$ cat config.mk
export PLATFORM = sky130hd
export DESIGN_NAME = uart_cmd_framer_flat
export DESIGN_NICKNAME = d
export VERILOG_FILES = /design/src/rtl/uart_cmd_pkg.sv /design/src/rtl/uart_cmd_framer_if.sv /design/src/rtl/uart_cmd_lookup.sv /design/src/rtl/uart_cmd_framer.sv /design/src/flat_wrapper.sv
export SDC_FILE = /design/constraint.sdc
export NUM_CORES = 1
export LEC_CHECK = 0
export CAP_MARGIN = 5
export CORE_ASPECT_RATIO = 0.5
export CORE_UTILIZATION = 56
export CTS_CLUSTER_DIAMETER = 120
export DETAILED_ROUTE_END_ITERATION = 7
export GPL_ROUTABILITY_DRIVEN = 0
export HOLD_SLACK_MARGIN = 0.02
export MAX_ROUTING_LAYER = met4
export PLACE_DENSITY_LB_ADDON = 0.3
export SYNTH_ARGS = -nofsm -noshare
export SYNTH_HDL_FRONTEND = slang
export SYNTH_SLANG_ARGS = --single-unit
export TNS_END_PERCENT = 1
$ cat constraint.sdc
create_clock -name clk -period 13.4 [get_ports clk]
set_input_delay 2.68 -clock clk [delete_from_list [all_inputs] [get_ports clk]]
set_output_delay 2.68 -clock clk [all_outputs]
set_load 0.005 [all_outputs]
$ cat src/rtl/uart_cmd_pkg.sv
// rtl/uart_cmd_pkg.sv - command table, frame lengths and enums shared by the UART command framer
package uart_cmd_pkg;

    localparam logic [7:0] CMD_HORNET_KEY     = 8'h40;
    localparam logic [7:0] CMD_SHOOTING_FLAGS = 8'h41;
    localparam logic [7:0] CMD_AES_KEY        = 8'h42;
    localparam logic [7:0] CMD_AES_PT         = 8'h43;
    localparam logic [7:0] CMD_AES_ENC_OUT    = 8'h44;
    localparam logic [7:0] CMD_AES_DEC_OUT    = 8'h45;

    localparam int SHORT_LEN = 3;
    localparam int LONG_LEN  = 18;

    // Index of the end-delimiter byte within each frame type
    localparam logic [4:0] SHORT_LAST = 5'(SHORT_LEN - 1);
    localparam logic [4:0] LONG_LAST  = 5'(LONG_LEN - 1);

    typedef enum logic [1:0] {
        ERR_NONE     = 2'd0,
        ERR_UNKNOWN  = 2'd1,
        ERR_MISMATCH = 2'd2,
        ERR_TIMEOUT  = 2'd3
    } err_code_e;

    typedef enum logic {
        ST_IDLE    = 1'b0,
        ST_COLLECT = 1'b1
    } state_e;

endpackage

$ cat src/rtl/uart_cmd_framer_if.sv
// rtl/uart_cmd_framer_if.sv - received-byte input and command/error strobe outputs of the framer
interface uart_cmd_framer_if;
    logic [7:0]   rx_data;
    logic         rx_valid;
    logic         cmd_valid;
    logic [7:0]   cmd_code;
    logic [7:0]   cmd_arg;
    logic [127:0] cmd_payload;
    logic         err_valid;
    logic [1:0]   err_code;

    modport master (
        output rx_data, rx_valid,
        input  cmd_valid, cmd_code, cmd_arg, cmd_payload, err_valid, err_code
    );

    modport slave (
        input  rx_data, rx_valid,
        output cmd_valid, cmd_code, cmd_arg, cmd_payload, err_valid, err_code
    );
endinterface

$ cat src/rtl/uart_cmd_lookup.sv
// rtl/uart_cmd_lookup.sv - decodes a command byte into known / long-frame flags
module uart_cmd_lookup
    import uart_cmd_pkg::*;
(
    input  logic [7:0] i_code,
    output logic       o_known,
    output logic       o_is_long
);

    always_comb begin
        o_known   = 1'b0;
        o_is_long = 1'b0;
        case (i_code)
            CMD_SHOOTING_FLAGS: o_known = 1'b1;
            CMD_HORNET_KEY, CMD_AES_KEY, CMD_AES_PT,
            CMD_AES_ENC_OUT, CMD_AES_DEC_OUT: begin
                o_known   = 1'b1;
                o_is_long = 1'b1;
            end
            default: ;
        endcase
    end

endmodule

$ cat src/rtl/uart_cmd_framer.sv
// rtl/uart_cmd_framer.sv - assembles UART bytes into delimited command frames with timeout and error reporting
module uart_cmd_framer
    import uart_cmd_pkg::*;
#(
    parameter int CLK_FREQ       = 103_340_000,
    parameter int TIMEOUT_CYCLES = 10_334_000,
    parameter int CNT_BITS       = 24
) (
    input  logic           clk,
    input  logic           reset,
    uart_cmd_framer_if.slave bus
);

    if (CLK_FREQ <= 0 || TIMEOUT_CYCLES < 1 ||
        64'(TIMEOUT_CYCLES) >= (64'd1 << CNT_BITS)) begin : g_param_check
        $error("uart_cmd_framer: TIMEOUT_CYCLES does not fit in CNT_BITS");
    end

    localparam logic [CNT_BITS-1:0] TMO_LAST = CNT_BITS'(TIMEOUT_CYCLES - 1);

    state_e              r_state,       w_state_n;
    logic [4:0]          r_idx,         w_idx_n;
    logic [CNT_BITS-1:0] r_tmo,         w_tmo_n;
    logic [7:0]          r_code,        w_code_n;
    logic                r_is_long,     w_is_long_n;
    logic [127:0]        r_payload,     w_payload_n;
    logic                r_cmd_valid,   w_cmd_valid_n;
    logic [7:0]          r_cmd_code,    w_cmd_code_n;
    logic [7:0]          r_cmd_arg,     w_cmd_arg_n;
    logic [127:0]        r_cmd_payload, w_cmd_payload_n;
    logic                r_err_valid,   w_err_valid_n;
    err_code_e           r_err_code,    w_err_code_n;

    logic       w_known;
    logic       w_is_long;
    logic [4:0] w_last;

    uart_cmd_lookup u_lookup (
        .i_code    (bus.rx_data),
        .o_known   (w_known),
        .o_is_long (w_is_long)
    );

    assign w_last = r_is_long ? LONG_LAST : SHORT_LAST;

    always_ff @(posedge clk or posedge reset) begin
        if (reset) r_state <= ST_IDLE;
        else       r_state <= w_state_n;
    end

    always_comb begin
        w_state_n       = r_state;
        w_idx_n         = r_idx;
        w_tmo_n         = r_tmo;
        w_code_n        = r_code;
        w_is_long_n     = r_is_long;
        w_payload_n     = r_payload;
        w_cmd_valid_n   = 1'b0;
        w_cmd_code_n    = r_cmd_code;
        w_cmd_arg_n     = r_cmd_arg;
        w_cmd_payload_n = r_cmd_payload;
        w_err_valid_n   = 1'b0;
        w_err_code_n    = ERR_NONE;

        case (r_state)
            ST_IDLE: begin
                if (bus.rx_valid) begin
                    if (w_known) begin
                        w_code_n    = bus.rx_data;
                        w_is_long_n = w_is_long;
                        w_payload_n = '0;
                        w_idx_n     = 5'd1;
                        w_tmo_n     = '0;
                        w_state_n   = ST_COLLECT;
                    end else begin
                        w_err_valid_n = 1'b1;
                        w_err_code_n  = ERR_UNKNOWN;
                    end
                end
            end
            ST_COLLECT: begin
                if (bus.rx_valid) begin
                    w_tmo_n = '0;
                    if (r_idx < w_last) begin
                        for (int i = 0; i < 16; i++) begin
                            if (r_idx == 5'(i + 1)) w_payload_n[8*i +: 8] = bus.rx_data;
                        end
                        w_idx_n = r_idx + 5'd1;
                    end else begin
                        // End delimiter: only this position is compared against the code
                        if (bus.rx_data == r_code) begin
                            w_cmd_valid_n   = 1'b1;
                            w_cmd_code_n    = r_code;
                            w_cmd_arg_n     = r_payload[7:0];
                            w_cmd_payload_n = r_payload;
                        end else begin
                            w_err_valid_n = 1'b1;
                            w_err_code_n  = ERR_MISMATCH;
                        end
                        w_idx_n   = '0;
                        w_state_n = ST_IDLE;
                    end
                end else if (r_tmo == TMO_LAST) begin
                    w_err_valid_n = 1'b1;
                    w_err_code_n  = ERR_TIMEOUT;
                    w_tmo_n       = '0;
                    w_idx_n       = '0;
                    w_state_n     = ST_IDLE;
                end else if (r_tmo != '1) begin
                    w_tmo_n = r_tmo + 1'b1;
                end
            end
            default: w_state_n = ST_IDLE;
        endcase
    end

    always_ff @(posedge clk or posedge reset) begin
        if (reset) begin
            r_idx         <= '0;
            r_tmo         <= '0;
            r_code        <= '0;
            r_is_long     <= 1'b0;
            r_payload     <= '0;
            r_cmd_valid   <= 1'b0;
            r_cmd_code    <= '0;
            r_cmd_arg     <= '0;
            r_cmd_payload <= '0;
            r_err_valid   <= 1'b0;
            r_err_code    <= ERR_NONE;
        end else begin
            r_idx         <= w_idx_n;
            r_tmo         <= w_tmo_n;
            r_code        <= w_code_n;
            r_is_long     <= w_is_long_n;
            r_payload     <= w_payload_n;
            r_cmd_valid   <= w_cmd_valid_n;
            r_cmd_code    <= w_cmd_code_n;
            r_cmd_arg     <= w_cmd_arg_n;
            r_cmd_payload <= w_cmd_payload_n;
            r_err_valid   <= w_err_valid_n;
            r_err_code    <= w_err_code_n;
        end
    end

    assign bus.cmd_valid   = r_cmd_valid;
    assign bus.cmd_code    = r_cmd_code;
    assign bus.cmd_arg     = r_cmd_arg;
    assign bus.cmd_payload = r_cmd_payload;
    assign bus.err_valid   = r_err_valid;
    assign bus.err_code    = r_err_code;

endmodule

$ cat src/flat_wrapper.sv
// flat-port wrapper written by rule: the top's interface ports become plain ports
module uart_cmd_framer_flat import uart_cmd_pkg::*;
#(
    parameter int CLK_FREQ       = 103_340_000,
    parameter int TIMEOUT_CYCLES = 10_334_000,
    parameter int CNT_BITS       = 24
)
  (clk, reset, bus_rx_data, bus_rx_valid, bus_cmd_valid, bus_cmd_code, bus_cmd_arg, bus_cmd_payload, bus_err_valid, bus_err_code);
  uart_cmd_framer_if bus_i ();
  input  logic clk;
  input  logic reset;
  input wire logic [$bits(bus_i.rx_data)-1:0] bus_rx_data;
  input wire logic [$bits(bus_i.rx_valid)-1:0] bus_rx_valid;
  output wire logic [$bits(bus_i.cmd_valid)-1:0] bus_cmd_valid;
  output wire logic [$bits(bus_i.cmd_code)-1:0] bus_cmd_code;
  output wire logic [$bits(bus_i.cmd_arg)-1:0] bus_cmd_arg;
  output wire logic [$bits(bus_i.cmd_payload)-1:0] bus_cmd_payload;
  output wire logic [$bits(bus_i.err_valid)-1:0] bus_err_valid;
  output wire logic [$bits(bus_i.err_code)-1:0] bus_err_code;
  assign bus_i.rx_data = bus_rx_data;
  assign bus_i.rx_valid = bus_rx_valid;
  assign bus_cmd_valid = bus_i.cmd_valid;
  assign bus_cmd_code = bus_i.cmd_code;
  assign bus_cmd_arg = bus_i.cmd_arg;
  assign bus_cmd_payload = bus_i.cmd_payload;
  assign bus_err_valid = bus_i.err_valid;
  assign bus_err_code = bus_i.err_code;
  uart_cmd_framer #(.CLK_FREQ(CLK_FREQ), .TIMEOUT_CYCLES(TIMEOUT_CYCLES), .CNT_BITS(CNT_BITS)) u_core (.clk(clk), .reset(reset), .bus(bus_i));
endmodule
# Word level (Yosys, flattened, before mapping)
# Cells that the tools add are included.
# word_totals
regBits	315
latch_bits	0
ramBits	0
rom_bits	0
input_bits	11
out_inout_bits	148
elab_cells	161
memories	0
# op_classes
n_addsub	2
n_mul	0
n_div	0
n_lt_le_gt_ge	1
eq_ne	47
n_shift	0
n_mux	60
bitwise	2
n_reduce_logical	22
# ops
operator	n
2-to-1 mux 128 bit	4
one-hot mux 128 bit (2 select lines)	1
2-to-1 mux 8 bit	16
2-to-1 mux 24 bit	5
AND reduction 5 bit	16
== test 8 x 7 -> 1 bit, second input constant	6
one-hot mux 24 bit (2 select lines)	1
== test 5 x 4 -> 1 bit, second input constant	8
!= test 2 bit, second input constant	20
2-to-1 mux 5 bit	6
adder 24 x 1 -> 24 bit, second input constant	1
== test 24 bit, second input constant	1
!= test 24 bit, second input constant	1
== test 5 x 3 -> 1 bit, second input constant	4
2-to-1 mux 1 bit	18
== test 5 x 2 -> 1 bit, second input constant	2
2-to-1 mux 2 bit	5
one-hot mux 5 bit (2 select lines)	1
AND reduction 3 bit	3
== test 8 bit	1
OR reduction 6 bit	1
adder 5 x 1 -> 5 bit, second input constant	1
== test 5 x 1 -> 1 bit, second input constant	1
== test 5 bit, second input constant	1
other kinds (8)	10

# Longest topological paths before layout
# Gate-level depths: netlist of the first run.
# logic_depth
ltp_word	6
mapped_depth	9
depth_no_buf	7

# Hierarchy
# Synthesis of the first run repeated with hierarchy kept, for this count alone.
# hier_totals
hier_cells	883
area_unflattened_um2	12575.8
# modules_own_cells
module	n_inst	cells_each	area_each_um2	seq_area_each_um2
uart_cmd_framer	1	878	12542.0	7682.4
uart_cmd_lookup	1	5	33.8	0.0

# Worst setup path after synthesis of the first run
# Ideal clock, no wire load.
# synth_timing
path_kind	input port to flip-flop
from	input port bus_rx_data[3]
to	register u_core.r_cmd_payload[27] (netlist: u_core.bus.cmd_payload[27])
setup_time_ns	0.125
t_arrival_ns	4.334
t_required_ns	13.275
path_slack_ns	8.941
stages	9
n_path_buf	4
path_cell_list	clkbuf_1 -> xor2_1 -> nor4_1 -> nand2_1 -> nor3_1 -> buf_6 -> buf_6 -> buf_6 -> mux2_4
# synth_between
elab_chain_cells	2
# synth_lines
item	line	text
start, declared	flat_wrapper.sv:12	input wire logic [$bits(bus_i.rx_data)-1:0] bus_rx_data;
== test 8 bit	uart_cmd_framer.sv:91	if (bus.rx_data == r_code) begin
AND reduction 4 bit (no source line)	n/a	
end signal, assigned	uart_cmd_framer.sv:139	r_cmd_payload <= w_cmd_payload_n;
end, declared	uart_cmd_framer.sv:30	logic [127:0] r_cmd_payload, w_cmd_payload_n;
# Every way passes these cells.
# A chain may end at the register's enable or synchronous reset.

# Worst setup path in the final report of the first run
# layout_timing
from	input port bus_rx_data[6]
to	register u_core.r_cmd_payload[67] (netlist: u_core.bus.cmd_payload[67])
# The elaborated chain is that of the path after synthesis.

==> flow_summary.json, run 1 <==
{
  "grt_usage_pct": 27.1,
  "synth_top_family_by_area": "compound AO/OA/AOI/OAI gates",
  "r2r_cells": 6,
  "setup_viol": 0,
  "place_area_um2": 14800,
  "p_per_area_nw_per_um2": 135,
  "syn_inst": 989,
  "p_int_mw": 1.57,
  "synth.area.mux_share_pct": 13.1,
  "period_needed_ns": 5.61,
  "async_reset_ff_share_pct": 100,
  "crit_type": "primary input to flip-flop",
  "initial_utilization_pct": 57.4,
  "cts_root_buf": "clkbuf_16",
  "antenna_left": 0,
  "cp-endpoint": "u_core.bus.cmd_payload[67]",
  "cellLeakagePower_nw": 7.05,
  "power_switching_mw": 0.564,
  "worst_ep_required_time_ns": 13.83,
  "crit_fanout": 85,
  "layout_common_cells": "dfrtp_1, clkdlybuf4s50_1, mux2_2",
  "viasPerCell": 6.18,
  "cap_violations": 0,
  "synth_xor_area_share_pct": 0.667,
  "ys.flop_type": "dfrtp_1",
  "fp.dieArea_um2": 24100,
  "worst_pin_slew_ns": 1.23,
  "postSynthAreaPerCell_um2": 13.3,
  "arrival_ns": 6.03,
  "p_sw_share_pct": 26.4,
  "yosys.area_share.adder_pct": 0.762,
  "drt_pass1_iterations": 5,
  "num_rows": 39,
  "nets": 1138,
  "dp.final_hpwl_um": 20000,
  "hold_buffers": 0,
  "cts-resized-gates": 0,
  "pwr-share-clk_pct": 40.2,
  "num_vias": 8940,
  "seq_power_share_pct": 48.0,
  "endpoint_kind": "flip-flop",
  "slew_headroom_pct": 18.0,
  "wl_um": 30800,
  "vdd_drop_max_mv": 0.0712,
  "cts_tree": "yes",
  "outcome": "finished, final reports clean",
  "post-place-ws_ns": 7.33,
  "synth_compound_area_share_pct": 15.3,
  "clk_latency_ns": 0.54,
  "placedCellCount": 1398,
  "clk_pin_slew_ns": 0.07,
  "hold_class": "flip-flop to flip-flop",
  "r2r_slack_ns": 10.24,
  "synth.cell_area_um2": 13100,
  "remaining_drc_errors": 0,
  "finClkSkew_ns": 0.0143,
  "cts_buffers": 26,
  "hold_viol": 0,
  "fin_ws_ns": 7.79,
  "final_design_area_no_fill_um2": 15800,
  "synth_seq_cells": 307,
  "drtIter0Drc": 734,
  "r2r-end": "u_core.bus.cmd_payload[67]",
  "core_um2": 22900,
  "drv_slew": 0,
  "cts_setup_buffers": 0,
  "final.period_utilization_pct": 41.8,
  "die_w_um": 219,
  "final_common_cell": "dfrtp_1",
  "overflow": 0,
  "startpoint": "bus_rx_data[6]",
  "combPwrFrac_pct": 11.8,
  "die_h_um": 110,
  "antenna_found_initial": 1,
  "synth.yosys.seq_area_share_pct": 58.5,
  "clockBufferDepth": 3,
  "clock-sinks": 307,
  "reg2reg_from": "u_core.r_idx[1]",
  "synth_cell_types": 65,
  "wire_per_inst_um": 21.3,
  "port-buffer-count": 158,
  "power_mw": 2.14,
  "h-tree-depth": 1,
  "grt_pass1_wl_um": 48900,
  "cp-start-kind": "primary input",
  "drive_gt1_share_pct": 19.5,
  "fmax_ghz": 0.178,
  "grt_pass1_vias": 8711,
  "ios": 159,
  "grt_max_degree": 142,
  "fin_setup_tns_ns": 0,
  "final_cells": 1446,
  "syn_nets": 1008,
  "area_delta_synth_final_pct": 20.3,
  "synth_edf_count": 0,
  "synth-simple-area-share_pct": 8.30,
  "rsz0062_at_grt": "false",
  "ys_warn_count": 0
}
==> cells in the mapped netlist (all sizes together) (6+ instances only) <==
| master | instances | area (µm²) |
|---|---|---|
| dfrtp | 307 | 7680 |
| mux2 | 139 | 1720 |
| nand2 | 76 | 285 |
| a22o | 61 | 534 |
| o2bb2ai | 58 | 508 |
| buf | 44 | 303 |
| nand3 | 32 | 160 |
| o21ai | 28 | 151 |
| a32o | 21 | 210 |
| clkbuf | 21 | 78.8 |
| nor2 | 21 | 78.8 |
| inv | 15 | 56.3 |
| a32oi | 12 | 105 |
| nor2b | 11 | 68.8 |
| a21oi | 9 | 56.3 |
| nand2b | 9 | 56.3 |
| or4b | 9 | 90.1 |
| xor2 | 9 | 78.8 |
| ha | 8 | 100 |
| nor4 | 8 | 86.3 |
| o311ai | 8 | 70.1 |
| and3 | 6 | 37.5 |
| nor3 | 6 | 30.0 |
| o31ai | 6 | 45.0 |
==> critical path: stages <==
cell and delay, ns:
clkdlybuf4s50_1 1.00, xor2_1 0.17, nor4_1 0.37, nand2_1 0.17, nor3_2 0.19, buf_4 0.93, mux2_2 0.42
==> registers in the layout, indices dropped and copies added (netlist names) <==
signal,cells
u_core.bus.cmd_code,8
u_core.bus.cmd_payload,128
u_core.bus.cmd_valid,1
u_core.bus.err_code,2
u_core.bus.err_valid,1
u_core.r_code,8
u_core.r_idx,5
u_core.r_is_long,1
u_core.r_payload,128
u_core.r_state,1
u_core.r_tmo,24
==> routing by layer <==
metal | GRT usage (%) | routed length (µm)
met3 | 5.02 | 1950
met5 | - | 0
met4 | 5.14 | 410
met1 | 38.8 | 14200
met2 | 40.9 | 14200
==> how the worst min path moves through the flow <==
stage / startpoint / to / slack [ns] / cells after the start
2_1_floorplan: u_core.r_payload[80] / u_core.r_payload[80] / 0.44 / 2
3_3_place_gp: u_core.r_payload[85] / u_core.r_payload[85] / 0.46 / 2
3_5_place_dp: u_core.r_payload[83] / u_core.r_payload[83] / 0.47 / 2
4_1_cts: u_core.r_payload[83] / u_core.r_payload[83] / 0.48 / 2
5_1_grt: u_core.r_payload[24] / u_core.r_payload[24] / 0.51 / 1
6_report: u_core.r_payload[83] / u_core.r_payload[83] / 0.47 / 2
==> layout make-up <==
type	instances	area, µm²
Sequential cell	307	7680
Multi-Input combinational cell	602	5030
Antenna cell	1	2.50
Fill cell	1609	7090
Clock inverter	11	214
Clock buffer	36	769
Timing Repair Buffer	167	1650
Inverter	15	63.8
Tap cell	307	384
==> cell families (layout without fill, tap and decap cells) <==
group / count (synthesis) / in the layout
flip-flops: 307 / 307
AO/OA/AOI/OAI: 239 / 239
AND/OR/NAND/NOR: 205 / 205
multiplexers: 140 / 140
buffers and inverters: 80 / 229
XOR/XNOR: 10 / 10
adder cells (fa/ha/maj): 8 / 8
other: 0 / 1
==> through the flow <==
stage	hold WS (ns)	util (%)
CTS	0.481	69.0
global placement	0.460	64.7
finish	0.475	69.0
floorplan	0.444	-
global route	0.506	69.0
detailed placement	0.467	64.7
==> power groups by stage <==
| stage | Sequential (mW) | Combinational [mW] | Clock [mW] |
|---|---|---|---|
| finish | 1.03 | 0.252 | 0.858 |
| CTS | 1.02 | 0.248 | 0.871 |
| detailed placement | 1.04 | 0.246 | 0 |
| global route | 1.03 | 0.273 | 0.912 |
| global placement | 1.04 | 0.236 | 0 |
| floorplan | 1.02 | 0.194 | 0 |
(Power assumes the default switching activity.)
==> run 2: changes to the inputs <==
--- a/config.mk
+++ b/config.mk
@@ -7,7 +7,7 @@
 export LEC_CHECK = 0
 export CAP_MARGIN = 5
 export CORE_ASPECT_RATIO = 0.5
-export CORE_UTILIZATION = 56
+export CORE_UTILIZATION = 50
 export CTS_CLUSTER_DIAMETER = 120
 export DETAILED_ROUTE_END_ITERATION = 7
 export GPL_ROUTABILITY_DRIVEN = 0
==> constraint.sdc (replaced) <==
create_clock -name clk -period 5.02 [get_ports clk]
set_input_delay 1.004 -clock clk [delete_from_list [all_inputs] [get_ports clk]]
set_output_delay 1.004 -clock clk [all_outputs]
set_load 0.005 [all_outputs]
==> run 2 against run 1 <==
  * Worst hold slack gained 0.0030 ns
  * Largest cell class unchanged
  * Global-route usage shrank 2.5 points
  * Final area grew 0.69%
  * Critical path type unchanged
  * First-iteration DRC count rose by 0.27%
  * Die area rose by 12%
  * Combinational power rose to 2.7 times the previous value
  * Clock skew increased by 0.0031 ns
  * Via count grew 1.4%
  * Sequential power rose to 2.7 times the previous value
  * Critical endpoint is now u_core.r_payload[98]
  * Non-clock buffer count grew 11
==> flow_summary.json, run 2 (synthesis gave the netlist of run 1 again) <==
{
  "crit_type": "primary input to flip-flop",
  "placedCellCount": 1446,
  "rsz0062_at_grt": "false",
  "crit_fanout": 39,
  "clock-sinks": 307,
  "fp.dieArea_um2": 27000,
  "num_rows": 41,
  "overflow": 0,
  "critPathMostFrequentCell": "a22o_1",
  "top_usage_layer": "met2",
  "combPwrFrac_pct": 12.3,
  "final_cells": 1495,
  "period_needed_ns": 3.67,
  "finClkSkew_ns": 0.0174,
  "area.sequential_um2": 7680,
  "fin_setup_tns_ns": 0,
  "hold_class": "flip-flop to flip-flop",
  "crit_chain": "clkdlybuf4s50_1 -> a21oi_1 -> a31oi_4 -> buf_4 -> nor2_1 -> a22o_1 -> a22o_1",
  "hold_viol": 0,
  "port-buffer-count": 158,
  "area_delta_synth_final_pct": 21.1,
  "grt_use_met1_pct": 33.7,
  "p_per_area_nw_per_um2": 351,
  "layout_common_cells": "dfrtp_1, clkdlybuf4s50_1, mux2_2",
  "met3_usage_pct": 4.30,
  "drive_gt1_share_pct": 19.7,
  "die_w_um": 231,
  "antenna_found_initial": 0,
  "worst_ep_required_time_ns": 5.45,
  "seq_power_share_pct": 49.1,
  "r2r_cells": 6,
  "final_common_cell": "dfrtp_1",
  "remaining_drc_errors": 0,
  "grt_usage_pct": 24.6,
  "die_h_um": 117,
  "cts_root_buf": "clkbuf_16",
  "endpoint_kind": "flip-flop",
  "met2_usage_pct": 37.7,
  "drt_pass1_iterations": 5,
  "num_vias": 9067,
  "clk_latency_ns": 0.54,
  "cellLeakagePower_nw": 7.08,
  "nets": 1150,
  "hold_buffers": 0,
  "final.period_utilization_pct": 73.1,
  "h-tree-depth": 1,
  "core_um2": 25500,
  "drv_slew": 0,
  "cts_buffers": 27,
  "wire_per_inst_um": 21.4,
  "cts_setup_buffers": 0,
  "slowest_delay_ns": 0.94,
  "slew_headroom_pct": 33.6,
  "multiInputGateArea_um2": 5030,
  "grt_pass1_vias": 8933,
  "cts-resized-gates": 0,
  "power_switching_mw": 1.51,
  "clockBufferDepth": 3,
  "antenna_left": 0,
  "critPathSlowestCell": "clkdlybuf4s50_1",
  "vdd_drop_max_mv": 0.234,
  "viasPerCell": 6.06,
  "holdPathStages": 2,
  "arrival_ns": 4.10,
  "ios": 159,
  "dp.final_hpwl_um": 21200,
  "drtIter0Drc": 736,
  "worst_pin_slew_ns": 0.990,
  "grt_max_degree": 123,
  "outcome": "finished, final reports clean",
  "post-route-util_pct": 62.4,
  "pwr-share-clk_pct": 38.6,
  "diodes": 0,
  "cts_tree": "yes",
  "cp-start-kind": "primary input",
  "fmax_ghz": 0.272,
  "cap_violations": 0,
  "setup_viol": 0,
  "initial_utilization_pct": 51.5,
  "wl_um": 32000,
  "p_sw_share_pct": 27.0,
  "p_int_mw": 4.07,
  "fillers": 1924,
  "grt_pass1_wl_um": 50300,
  "clk_pin_slew_ns": 0.07
}
-- run 2: layout make-up --
class,count,share of cell area (%)
Sequential cell,307,48.3
Timing Repair Buffer,178,11.3
Multi-Input combinational cell,602,31.6
Tap cell,344,2.71
Clock inverter,8,0.936
Clock buffer,41,4.77
Inverter,15,0.378
-- run 2: power groups by stage --
stage	combinational [mW]	clock (mW)	sequential [mW]
detailed placement	0.673	0	2.78
global route	0.749	2.30	2.76
CTS	0.677	2.20	2.74
finish	0.686	2.16	2.74
floorplan	0.517	0	2.72
global placement	0.640	0	2.77
-- run 2: routing by layer --
layer	wire length (µm)	up-vias
li1	-	3999
met3	1890	59
met4	822	0
met2	14900	298
met5	0	-
met1	14400	4711
-- run 2: through the flow --
step	hold slack, ns	power (mW)	instance area (µm²)	worst slack (ns)
after floorplan	0.444	3.24	13100	-0.0690
after global placement	0.458	3.41	15000	0.958
after detailed placement	0.467	3.46	15000	0.810
after CTS	0.483	5.61	15900	1.37
after global routing	0.503	5.80	15900	1.21
final	0.478	5.58	15900	1.35
-- run 2: worst paths after layout --
path / slack, ns / endpoint / from
hold reg to reg: 0.48 / u_core.r_payload[85] / u_core.r_payload[85]
setup / recovery: 1.35 / u_core.r_payload[98] / bus_rx_data[7]
hold / removal: 0.48 / u_core.r_payload[85] / u_core.r_payload[85]
setup reg to reg: 1.91 / u_core.r_payload[94] / u_core.r_idx[4]
max in group asynchronous: 3.34 / u_core.bus.cmd_payload[117] / reset
min in group asynchronous: 0.99 / u_core.bus.cmd_payload[28] / reset
-- run 2: worst max-delay path, delay by kind of cell --
family | cells | cell delay (ns)
buffers and inverters | 2 | 1.45
AO/OA/AOI/OAI | 4 | 1.38
AND/OR/NAND/NOR | 1 | 0.23
==> run 3: changes to the inputs <==
--- a/config.mk
+++ b/config.mk
@@ -7,7 +7,7 @@
 export LEC_CHECK = 0
 export CAP_MARGIN = 5
 export CORE_ASPECT_RATIO = 0.5
-export CORE_UTILIZATION = 50
+export CORE_UTILIZATION = 56
 export CTS_CLUSTER_DIAMETER = 120
 export DETAILED_ROUTE_END_ITERATION = 7
 export GPL_ROUTABILITY_DRIVEN = 0
==> constraint.sdc (replaced) <==
create_clock -name clk -period 3.7 [get_ports clk]
set_input_delay 0.74 -clock clk [delete_from_list [all_inputs] [get_ports clk]]
set_output_delay 0.74 -clock clk [all_outputs]
set_load 0.005 [all_outputs]
==> run 3 against run 2 <==
  * Register-to-register slack got worse by 1.2 ns
  * Worst setup slack got worse by 0.59 ns
  * Sequential cell count unchanged
==> flow_summary.json, run 3 (synthesis gave the netlist of run 1 again) <==
{
  "die_w_um": 219,
  "fp.dieArea_um2": 24100,
  "num_rows": 39,
  "hold_buffers": 0,
  "cts-resized-gates": 0,
  "drive_gt1_share_pct": 21.4,
  "die_h_um": 110,
  "cp-start-kind": "flip-flop",
  "layout_common_cells": "dfrtp_1, clkdlybuf4s50_1, mux2_2",
  "setup_viol": 0,
  "r2r_slack_ns": 0.76,
  "r2r_cells": 6,
  "hold_viol": 0,
  "cts_buffers": 27,
  "grt_pass1_vias": 8904,
  "clock-sinks": 307,
  "placedCellCount": 1424,
  "initial_utilization_pct": 57.4,
  "post-place-ws_ns": 0.529,
  "crit_chain": "ha_1 -> nor4bb_1 -> nand2_1 -> nor2_1 -> a22o_1 -> a22o_1",
  "worst_ep_required_time_ns": 4.18,
  "cap_violations": 0,
  "p_per_area_nw_per_um2": 476,
  "multiInputGateArea_um2": 5030,
  "grt_max_degree": 99,
  "slew_headroom_pct": 59.3,
  "wire_per_inst_um": 21.6,
  "reg2reg_from": "u_core.r_idx[4]",
  "clk_latency_ns": 0.54,
  "final.period_utilization_pct": 79.5,
  "diodes": 0,
  "hold_ws_ns": 0.488,
  "holdPathStages": 1,
  "overflow": 0,
  "antenna_left": 0,
  "slowest_delay_ns": 0.56,
  "fin_ws_ns": 0.757,
  "final_cells": 1472,
  "remaining_drc_errors": 0,
  "drtIter0Drc": 888,
  "port-buffer-count": 158,
  "crit_fanout": 13,
  "clk_pin_slew_ns": 0.07,
  "place_area_um2": 15100,
  "antenna_found_initial": 0,
  "worst_pin_slew_ns": 0.602,
  "grt_pass1_wl_um": 50300,
  "cp.buffers_inverters": 0,
  "fmax_ghz": 0.340,
  "finClkSkew_ns": 0.00829,
  "rsz0062_at_grt": "false",
  "period_needed_ns": 2.94,
  "viasPerCell": 6.17,
  "fillers": 1597,
  "r2r-end": "u_core.r_payload[110]",
  "arrival_ns": 3.42,
  "area_delta_synth_final_pct": 22.0,
  "worst_path_dominant_cell_family": "simple AND/OR/NAND/NOR gates",
  "area.sequential_um2": 7680,
  "cellLeakagePower_nw": 7.18,
  "power_mw": 7.63,
  "whs_endpoint": "u_core.r_tmo[23]",
  "cts_tree": "yes",
  "nets": 1165,
  "outcome": "finished, final reports clean",
  "num_vias": 9084,
  "crit_type": "flip-flop to flip-flop",
  "hold_class": "flip-flop to flip-flop",
  "endpoint_kind": "flip-flop",
  "final_design_area_no_fill_um2": 16000,
  "drv_slew": 0,
  "vdd_drop_max_mv": 0.280,
  "wl_um": 31800,
  "grt_usage_pct": 27.9,
  "critPathMostFrequentCell": "a22o_1",
  "cts_setup_buffers": 0,
  "drt_pass1_iterations": 5,
  "final_common_cell": "dfrtp_1",
  "h-tree-depth": 1,
  "dp.final_hpwl_um": 21500,
  "core_um2": 22900,
  "clockBufferDepth": 3,
  "ios": 159,
  "cts_root_buf": "clkbuf_16",
  "hp-start": "u_core.r_tmo[23]",
  "critPathSlowestCell": "nor2_1"
}
## run 3: cell count changes in the layout (fill, tap and decap cells not counted)
cell	previous run	this run
buf_12	5	7
clkinv_2	2	5
clkbuf_1	11	3
clkinv_4	0	1
clkbuf_8	3	5
inv_8	1	0
buf_4	15	28
clkinvlp_4	2	4
## run 3: routing by layer
layer / vias up / wire (µm) / share of wire (%) / GRT usage (%)
met2: 352 / 15300 / 48 / 44.3
li1: 4031 / - / - / -
met1: 4653 / 13900 / 44 / 38.1
met5: - / 0 / 0 / -
met4: 0 / 535 / 1.7 / 6.04
met3: 48 / 2100 / 6.6 / 4.77
## run 3: power by group
part | leakage, nW | switching (mW) | internal [mW] | total, mW
Sequential | 4.24 | 0.187 | 3.54 | 3.73
Clock | 0.453 | 1.26 | 1.72 | 2.98
Combinational | 2.49 | 0.624 | 0.303 | 0.927
Total | 7.18 | 2.07 | 5.56 | 7.63
## run 3: per-stage QoR
stage,util [%],TNS (ns)
floorplan,-,-345.36
global placement,65.9,0
detailed placement,65.9,0
CTS,70.0,0
global route,70.0,0
finish,70.0,0
## run 3: final cells by class
| type | instances | share of cell area (%) |
|---|---|---|
| flip-flops and latches | 307 | 48.0 |
| clock buffers | 35 | 4.72 |
| multi-input cells | 602 | 31.4 |
| well taps | 307 | 2.40 |
| clock inverters | 13 | 1.10 |
| inverters | 15 | 0.375 |
| repair buffers | 193 | 12.1 |
## run 3: worst max path at each step
stage / cells after the start / startpoint / end / slack (ns)
final: 6 / u_core.r_idx[4] / u_core.r_payload[110] / 0.76
after global placement: 7 / bus_rx_data[6] / u_core.r_payload[110] / 0.51
after global routing: 6 / u_core.r_idx[4] / u_core.r_payload[101] / 0.57
after detailed placement: 8 / bus_rx_data[6] / u_core.r_payload[118] / 0.53
after floorplan: 1 / reset / u_core.bus.cmd_code[0] / -1.12
after CTS: 6 / u_core.r_idx[4] / u_core.r_payload[101] / 0.85
